--- config.mk ---
export PLATFORM = sky130hd
export DESIGN_NAME = led_display_scroll
export DESIGN_NICKNAME = d
export VERILOG_FILES = /design/src/rtl/led_display_scroll.sv
export SDC_FILE = /design/constraint.sdc
export NUM_CORES = 1
export LEC_CHECK = 0
export CAP_MARGIN = 25
export CORE_MARGIN = 2
export CORE_UTILIZATION = 40
export DETAILED_ROUTE_END_ITERATION = 6
export PLACE_DENSITY_LB_ADDON = 0.3
export REMOVE_ABC_BUFFERS = 1
export SYNTH_ARGS = -nofsm -noshare
export SYNTH_HDL_FRONTEND = slang
export SYNTH_SLANG_ARGS = --single-unit
--- constraint.sdc ---
create_clock -name clk -period 3.5 [get_ports clk]
set_input_delay 0.525 -clock clk [delete_from_list [all_inputs] [get_ports clk]]
set_output_delay 0.525 -clock clk [all_outputs]
set_load 0.1 [all_outputs]
--- src/rtl/led_display_scroll.sv ---
// Multi-digit 7-segment scroller: hex characters from the UART shift into a right-aligned buffer that is scanned onto the digits.
// Optional cursor blink on the newest digit is built when LED_DISP_BLINK_EN is defined.
module led_display_scroll #(
   parameter int NUM_DIGITS = 8,
   parameter int CLK_FREQ   = 100_000_000,
   parameter int SCAN_HZ    = 1000,
   parameter int BLINK_DIV  = 25_000_000
) (
   input  logic                  clk,
   input  logic                  rst,
   input  logic [7:0]            recv_data,
   input  logic                  recv_valid,
   output logic [NUM_DIGITS-1:0] EN,
   output logic [7:0]            SEGS
);

   localparam int SCAN_DIV = CLK_FREQ / SCAN_HZ;
   localparam int CW       = $clog2(SCAN_DIV);
   localparam int IW       = $clog2(NUM_DIGITS);
   localparam logic [NUM_DIGITS-1:0] DIG0 = NUM_DIGITS'(1);

   typedef struct packed {
      logic       valid;
      logic       dp;
      logic [3:0] nib;
   } slot_t;

   slot_t [NUM_DIGITS-1:0] slot_q, slot_d;
   slot_t                  new_slot, cur;
   logic [CW-1:0]          cnt;
   logic [IW-1:0]          idx;
   logic                   is_hex, is_dp, is_bs, is_esc;
   logic [3:0]             hex_val;
   logic [7:0]             glyph_q, seg_d;

   function automatic logic [7:0] glyph(input logic [3:0] h);
      case (h)
         4'h0: glyph = 8'h03;  4'h1: glyph = 8'h9F;
         4'h2: glyph = 8'h25;  4'h3: glyph = 8'h0D;
         4'h4: glyph = 8'h99;  4'h5: glyph = 8'h49;
         4'h6: glyph = 8'h41;  4'h7: glyph = 8'h1F;
         4'h8: glyph = 8'h01;  4'h9: glyph = 8'h09;
         4'hA: glyph = 8'h11;  4'hB: glyph = 8'hC1;
         4'hC: glyph = 8'h63;  4'hD: glyph = 8'h85;
         4'hE: glyph = 8'h61;  default: glyph = 8'h71;
      endcase
   endfunction

   // Letters map via low nibble + 9 ('A'/'a' low nibble is 1).
   always_comb begin
      is_hex  = 1'b0;
      hex_val = 4'h0;
      if (recv_data >= 8'h30 && recv_data <= 8'h39) begin
         is_hex  = 1'b1;
         hex_val = recv_data[3:0];
      end else if ((recv_data >= 8'h41 && recv_data <= 8'h46) ||
                   (recv_data >= 8'h61 && recv_data <= 8'h66)) begin
         is_hex  = 1'b1;
         hex_val = recv_data[3:0] + 4'd9;
      end
   end

   assign is_dp  = (recv_data == 8'h2E);
   assign is_bs  = (recv_data == 8'h08);
   assign is_esc = (recv_data == 8'h1B);
   assign new_slot = '{valid: 1'b1, dp: 1'b0, nib: hex_val};

   always_comb begin
      slot_d = slot_q;
      if (recv_valid) begin
         if (is_hex)
            slot_d = {slot_q[NUM_DIGITS-2:0], new_slot};
         else if (is_dp) begin
            if (slot_q[0].valid) slot_d[0].dp = 1'b1;
         end else if (is_bs) begin
            if (slot_q[0].valid) slot_d = {slot_t'(0), slot_q[NUM_DIGITS-1:1]};
         end else if (is_esc)
            slot_d = '0;
      end
   end

`ifdef LED_DISP_BLINK_EN
   localparam int BW = $clog2(BLINK_DIV);
   logic [BW-1:0] blink_cnt;
   logic          blink_on;

   // Any recognised byte restarts the blink so the cursor is visible while typing.
   always_ff @(posedge clk or posedge rst) begin
      if (rst) begin
         blink_cnt <= '0;
         blink_on  <= 1'b1;
      end else if (recv_valid && (is_hex || is_dp || is_bs || is_esc)) begin
         blink_cnt <= '0;
         blink_on  <= 1'b1;
      end else if (blink_cnt == BW'(BLINK_DIV-1)) begin
         blink_cnt <= '0;
         blink_on  <= ~blink_on;
      end else
         blink_cnt <= blink_cnt + 1'b1;
   end
`endif

   assign cur     = slot_q[idx];
   assign glyph_q = glyph(cur.nib);

   always_comb begin
      seg_d = 8'hFF;
      if (cur.valid) begin
         seg_d = {glyph_q[7:1], ~cur.dp};
`ifdef LED_DISP_BLINK_EN
         if (idx == '0 && !blink_on) seg_d[4] = 1'b1;
`endif
      end
   end

   always_ff @(posedge clk or posedge rst) begin
      if (rst) begin
         slot_q <= '0;
         cnt    <= '0;
         idx    <= '0;
         EN     <= '1;
         SEGS   <= 8'hFF;
      end else begin
         slot_q <= slot_d;
         if (cnt == CW'(SCAN_DIV-1)) begin
            cnt <= '0;
            idx <= (idx == IW'(NUM_DIGITS-1)) ? '0 : idx + 1'b1;
         end else
            cnt <= cnt + 1'b1;
         EN   <= ~(DIG0 << idx);
         SEGS <= seg_d;
      end
   end

endmodule

# Word level (Yosys, flattened, before mapping)
# Memories as Yosys holds them, arrays and structs flattened.
# Cells that the tools add are included.
dict set report word_totals {
  in_bits 11
  romBits 112
  regBits 84
  n_memories 1
}
dict set report classes {
  n_shift 1
  muxes 17
  add_sub_neg 3
  n_bitwise 2
  n_eq_ne 8
  n_lt_le_gt_ge 7
  n_reduce_logical 9
}
# name words word_bits rd rd_clocked_by_memory_dff write_ports line
set mem_list {}
lappend mem_list {{(no name shown)} 16 7 1 0 0 37} ;# case (h)
# op n
set op_table {}
lappend op_table {{$mux 48} 4}
lappend op_table {{$mux 43} 1}
lappend op_table {{$bmux 6 s3} 1}
lappend op_table {{$add 17x1->17 const B} 1}
lappend op_table {{$eq 17x17->1 const B} 1}
lappend op_table {{$mux 17} 1}
lappend op_table {{$ge 8x7->1 const B} 2}
lappend op_table {{$le 8x7->1 const B} 2}
lappend op_table {{$mux 4} 3}
lappend op_table {{$eq 8x4->1 const B} 1}
lappend op_table {{$eq 8x5->1 const B} 1}
lappend op_table {{$eq 8x6->1 const B} 1}
lappend op_table {{$ge 8x6->1 const B} 1}
lappend op_table {{$le 8x6->1 const B} 1}
lappend op_table {{$mux 8} 1}
lappend op_table {{$not 8->8} 1}
lappend op_table {{$reduce_and 4->1} 2}
lappend op_table {{$shl 1x3->8 const A} 1}
lappend op_table {{$mux 6} 1}
lappend op_table {{$ne 3x3->1 const B} 2}
lappend op_table {{$add 4x4->4 const B} 1}
lappend op_table {{$lt 3x4->1 const B} 1}
lappend op_table {{$mux 1} 4}
lappend op_table {{$reduce_bool 4->1} 1}
lappend op_table {{9 further kinds} 11}

# Logic depth before layout (Yosys ltp)
dict set report depth {
  word_depth 7
  ltp_mapped 11
  depth_no_buf 9
}

# Least setup slack after synthesis
# No wires, ideal clock.
dict set report synth_timing {
  kind {reg2reg}
  startpoint {register idx[2]}
  endpoint {register SEGS[7]}
  arrival_time_ns 2.198
  period_less_slack_ns 2.285
  stages_incl_launch_ff 10
  slack_ns 1.215
  setup_time_ns 0.087
  t_required_ns 3.413
  n_path_buf 2
  path_cell_list {dfrtp_1 -> buf_2 -> buf_2 -> mux4_2 -> nand2_1 -> nand2_1 -> ha_1 -> or3_1 -> o21ai_0 -> o21ai_1}
}
dict set report synth_between {
  elab_chain_cells 4
}
# item line
set synth_rtl {}
lappend synth_rtl {{start: declaration} 31} ;# logic [IW-1:0] idx;
lappend synth_rtl {{start signal: assignment} 127} ;# idx <= (idx == IW'(NUM_DIGITS-1)) ? '0 : idx + 1'b1;
lappend synth_rtl {{$bmux 6 s3 (*)} 103} ;# assign cur = slot_q[idx];
lappend synth_rtl {{$mux 6 (implied by the code) (*)} 103}
lappend synth_rtl {{$mem_v2 16x7} -}
lappend synth_rtl {{$mux 8 (*)} 108} ;# if (cur.valid) begin
lappend synth_rtl {{via seg_d[7]} 34} ;# logic [7:0] glyph_q, seg_d;
lappend synth_rtl {{end signal: assignment} 131} ;# SEGS <= seg_d;
lappend synth_rtl {{end: declaration} 14} ;# output logic [7:0] SEGS
# The timed path passes the listed nets; every way through them passes the cells marked *. The select of a mux whose other input is x is not followed.
# A chain may end at the register's enable or synchronous reset.

# Worst setup path in the final report
dict set report layout_timing {
  startpoint {input recv_data[3]}
  endpoint {register slot_q[43] (netlist bit)}
}
dict set report layout_between {
  elab_chain_cells 7
  word_cells_on_any_way 22
}
# item line
set layout_rtl {}
lappend layout_rtl {{start: declaration} 11} ;# input logic [7:0] recv_data,
lappend layout_rtl {{$ge 8x7->1 (tied with other cells)} 56} ;# end else if ((recv_data >= 8'h41 && recv_data <= 8'h46) ||
lappend layout_rtl {{$logic_and 1x1->1, on equally long branches} {56, 57}}
lappend layout_rtl {{$logic_or 1x1->1} 56}
lappend layout_rtl {{$mux 1} 56}
lappend layout_rtl {{$mux 1} 53} ;# if (recv_data >= 8'h30 && recv_data <= 8'h39) begin
lappend layout_rtl {{$ne 3x3->1 (no line) (tied with other cells)} -}
lappend layout_rtl {{$reduce_and 4->1 (no line)} -}
lappend layout_rtl {{end signal: assignment} 124} ;# slot_q <= slot_d;
lappend layout_rtl {{end: declaration} 28} ;# slot_t [NUM_DIGITS-1:0] slot_q, slot_d;
# Several ways; a longest one is shown, not always the timed one. The select of a mux whose other input is x is not followed.

==> qor.yml <==
floorplanning:
  io_pins: 27
  die_x_um: 111
  start_util: 0.406
  core_region_area_um2: 11300
  die_area_um2: 12300
  rows: 39
  die_y_um: 111
timing:
  fmax_mhz: 372
  rsz0062_at_grt: "false"
  hold_viol_final: 0
  setup_tns_ns: 0
  layout_min_cycle_time_ns: 2.69
  drv_slew: 0
  worst_pin_slew_ns: 0.967
  min_period_over_period: 0.769
  clock_skew_ns: 0.00623
  hold_slack_ns: 0.417
  setup_viol: 0
  relSlewSlack: 0.353
clock_network:
  clkLatencyLatePin_ns: 0.34
  cts_tree: "yes"
  h-tree-depth: 3
  cts_setup_buffers: 0
  path_clk_slew_ns: 0.06
  cts_resized: 0
  cts.sinks: 84
  clockBufferDepth: 2
  ctsHoldBuffers: 0
  clockRootBuffer: "clkbuf_16"
  numCtsBuffers: 9
layout:
  seq_area_um2: 2120
  drive_gt1_frac: 0.135
  fillers: 1067
  multi_input_area_um2: 2210
  nNetsFinal: 506
  synthToLayoutAreaGrowth_pct: 14.5
  antennaDiodeCount: 0
  fin_area_um2: 5250
  stdcell_count: 625
placed_design:
  post-place-cells: 608
  place_congestion: 0.827
  numPortBuffers: 26
  hpwl_mm: 6.38
  place_area_um2: 4920
global_route:
  antenna_found_initial: 0
  grt_first_pass_wirelength_mm: 17.1
  grt_pass1_vias: 3427
  grt_start_max_net_pins: 59
  grt_overflow_total: 0
  grt.total_usage: 0.170
synthesis:
  yosysUniqueCellTypes: 53
  synth_area_um2: 4580
  ys_seq_area_frac: 0.463
  synth_top_area_frac: 0.371
  synthCells: 460
  synth_area_leaders: "dfrtp_1 (37%), dfstp_2 (9.2%), a21oi_1 (8.7%)"
  ys_async_sr_fraction: 1.00
  ys.flop_type: "dfrtp_1"
  synth_top_area_cell: "dfrtp_1"
  synth_commonest_cells: "a21oi_1 (80), dfrtp_1 (68), nor2_1 (55)"
  yosys_warnings: 0
  synth_edf_count: 0
  yosysMostFrequentCell: "a21oi_1"
  synth.ff_latch_count: 84
  syn-mean-instance-area_um2: 9.96
pwr:
  p_per_area_nw_per_um2: 647
  irDropWorstVdd_mv: 0.655
  switchingPower_mw: 1.23
  power.leakage_nw: 2.13
  clkPwrFrac: 0.280
  pwr-share-seq: 0.437
  p_int_mw: 2.17
  switching_share: 0.362
  combPwrFrac: 0.283
detailed_routing:
  drt-initial-drc-count: 256
  routed.top_layer: "met4"
  drc: 0
  wl_met3_um: 490
  routed_wl_mm: 9.73
  ant_nets: 0
  drtPass1Iterations: 4
  route.vias.total: 3475
  wl_per_cell_um: 15.6
  met1_length_mm: 4.66
  wl_met2_mm: 4.50
  routed_via_density: 5.56
setup_path:
  end_kind: "register"
  cp.arrival_ns: 2.96
  r2r_cells: 5
  critPathLaunchType: "input pin"
  crit_fanout: 38
  crit_type: "input pin to register"
  cp.required_ns: 3.77
min_path:
  hold_path.class: "input pin to asynchronous set/reset pin"
status:
  status: "completed"
flow_run:
  cap_viol_max_count: 0
[cell families after synthesis]
kind of cell | after synthesis | synth area share
XOR/XNOR | 15 | 0.0287
AO/OA/AOI/OAI | 154 | 0.202
multiplexers | 20 | 0.0770
flip-flops | 84 | 0.463
buffers and inverters | 45 | 0.0552
adder cells (fa/ha/maj) | 18 | 0.0492
AND/OR/NAND/NOR | 124 | 0.124
[layout by cell type, fill, tap and decap left out, types with 2 or more instances in the layout]
| cell | Yosys | final |
|---|---|---|
| clkinv_2 | 0 | 4 |
| o211ai_1 | 2 | 2 |
| nor3_1 | 3 | 3 |
| nand4_1 | 3 | 3 |
| xor2_1 | 7 | 7 |
| buf_4 | 1 | 7 |
| clkdlybuf4s50_1 | 0 | 26 |
| mux4_2 | 12 | 12 |
| dfrtp_1 | 68 | 68 |
| xnor2_1 | 8 | 8 |
| o311a_1 | 2 | 2 |
| o221ai_1 | 3 | 3 |
| clkbuf_16 | 0 | 9 |
| a21oi_2 | 4 | 4 |
| ha_1 | 18 | 18 |
| o21ai_0 | 41 | 41 |
| inv_1 | 15 | 14 |
| nand2_1 | 33 | 33 |
| nor2_1 | 55 | 55 |
| mux2_2 | 2 | 2 |
| a21oi_1 | 80 | 80 |
| buf_12 | 3 | 2 |
| a21o_1 | 2 | 2 |
| dfstp_2 | 16 | 16 |
| mux2i_1 | 6 | 6 |
| nand2b_1 | 4 | 4 |
| nor4_1 | 2 | 2 |
| nand3_1 | 12 | 12 |
| a32o_1 | 7 | 7 |
| nand4b_1 | 2 | 2 |
[worst paths after layout]
kind	startpoint	end	slack [ns]
max in group asynchronous	rst	EN[4]	2.27
max reg2reg	idx[2]	SEGS[7]	0.91
min in group clk	cnt[14]	cnt[14]	0.48
min	rst	cnt[4]	0.42
max	recv_data[3]	slot_q[43]	0.81
min reg2reg	cnt[14]	cnt[14]	0.48
[cell type report]
cell class | instances | share of cell area
Timing Repair Buffer | 36 | 0.0725
Clock inverter | 6 | 0.0117
Tap cell | 143 | 0.0341
Inverter | 15 | 0.0110
Clock buffer | 10 | 0.0456
Sequential cell | 84 | 0.405
Multi-Input combinational cell | 331 | 0.421
[routing by layer]
metal  global-route usage  vias to the layer above
met2                0.265                       96
met3               0.0405                        8
li1                     -                     1677
met1                0.237                     1694
met5                    0                        -
met4               0.0510                        0
[power by group through the flow]
stage | sequential (mW) | combinational [mW] | clock [mW]
5_1_grt | 1.52 | 1.04 | 1.03
3_3_place_gp | 1.49 | 0.935 | 0
3_5_place_dp | 1.49 | 0.960 | 0
2_1_floorplan | 1.73 | 0.454 | 0
4_1_cts | 1.48 | 0.963 | 0.983
6_report | 1.48 | 0.960 | 0.952
[flip-flops by register name (all words and copies together) (netlist names)]
signal  count
EN          8
SEGS        8
cnt        17
idx         3
slot_q     48
[critical path, cell delays in order]
cell             delay, ns
clkdlybuf4s50_1       0.58
or3b_1                0.52
o41ai_4               0.45
buf_4                 0.45
a21o_1                0.26
a32o_1                0.17
[through the flow]
step / power, mW / utilization / worst slack (ns)
global placement: 2.42 / 0.436 / 0.545
floorplan: 2.19 / - / 0.323
global route: 3.59 / 0.465 / 0.621
finish: 3.40 / 0.465 / 0.810
detailed placement: 2.45 / 0.436 / 0.488
CTS: 3.42 / 0.463 / 0.830
(Power assumes the default switching activity.)
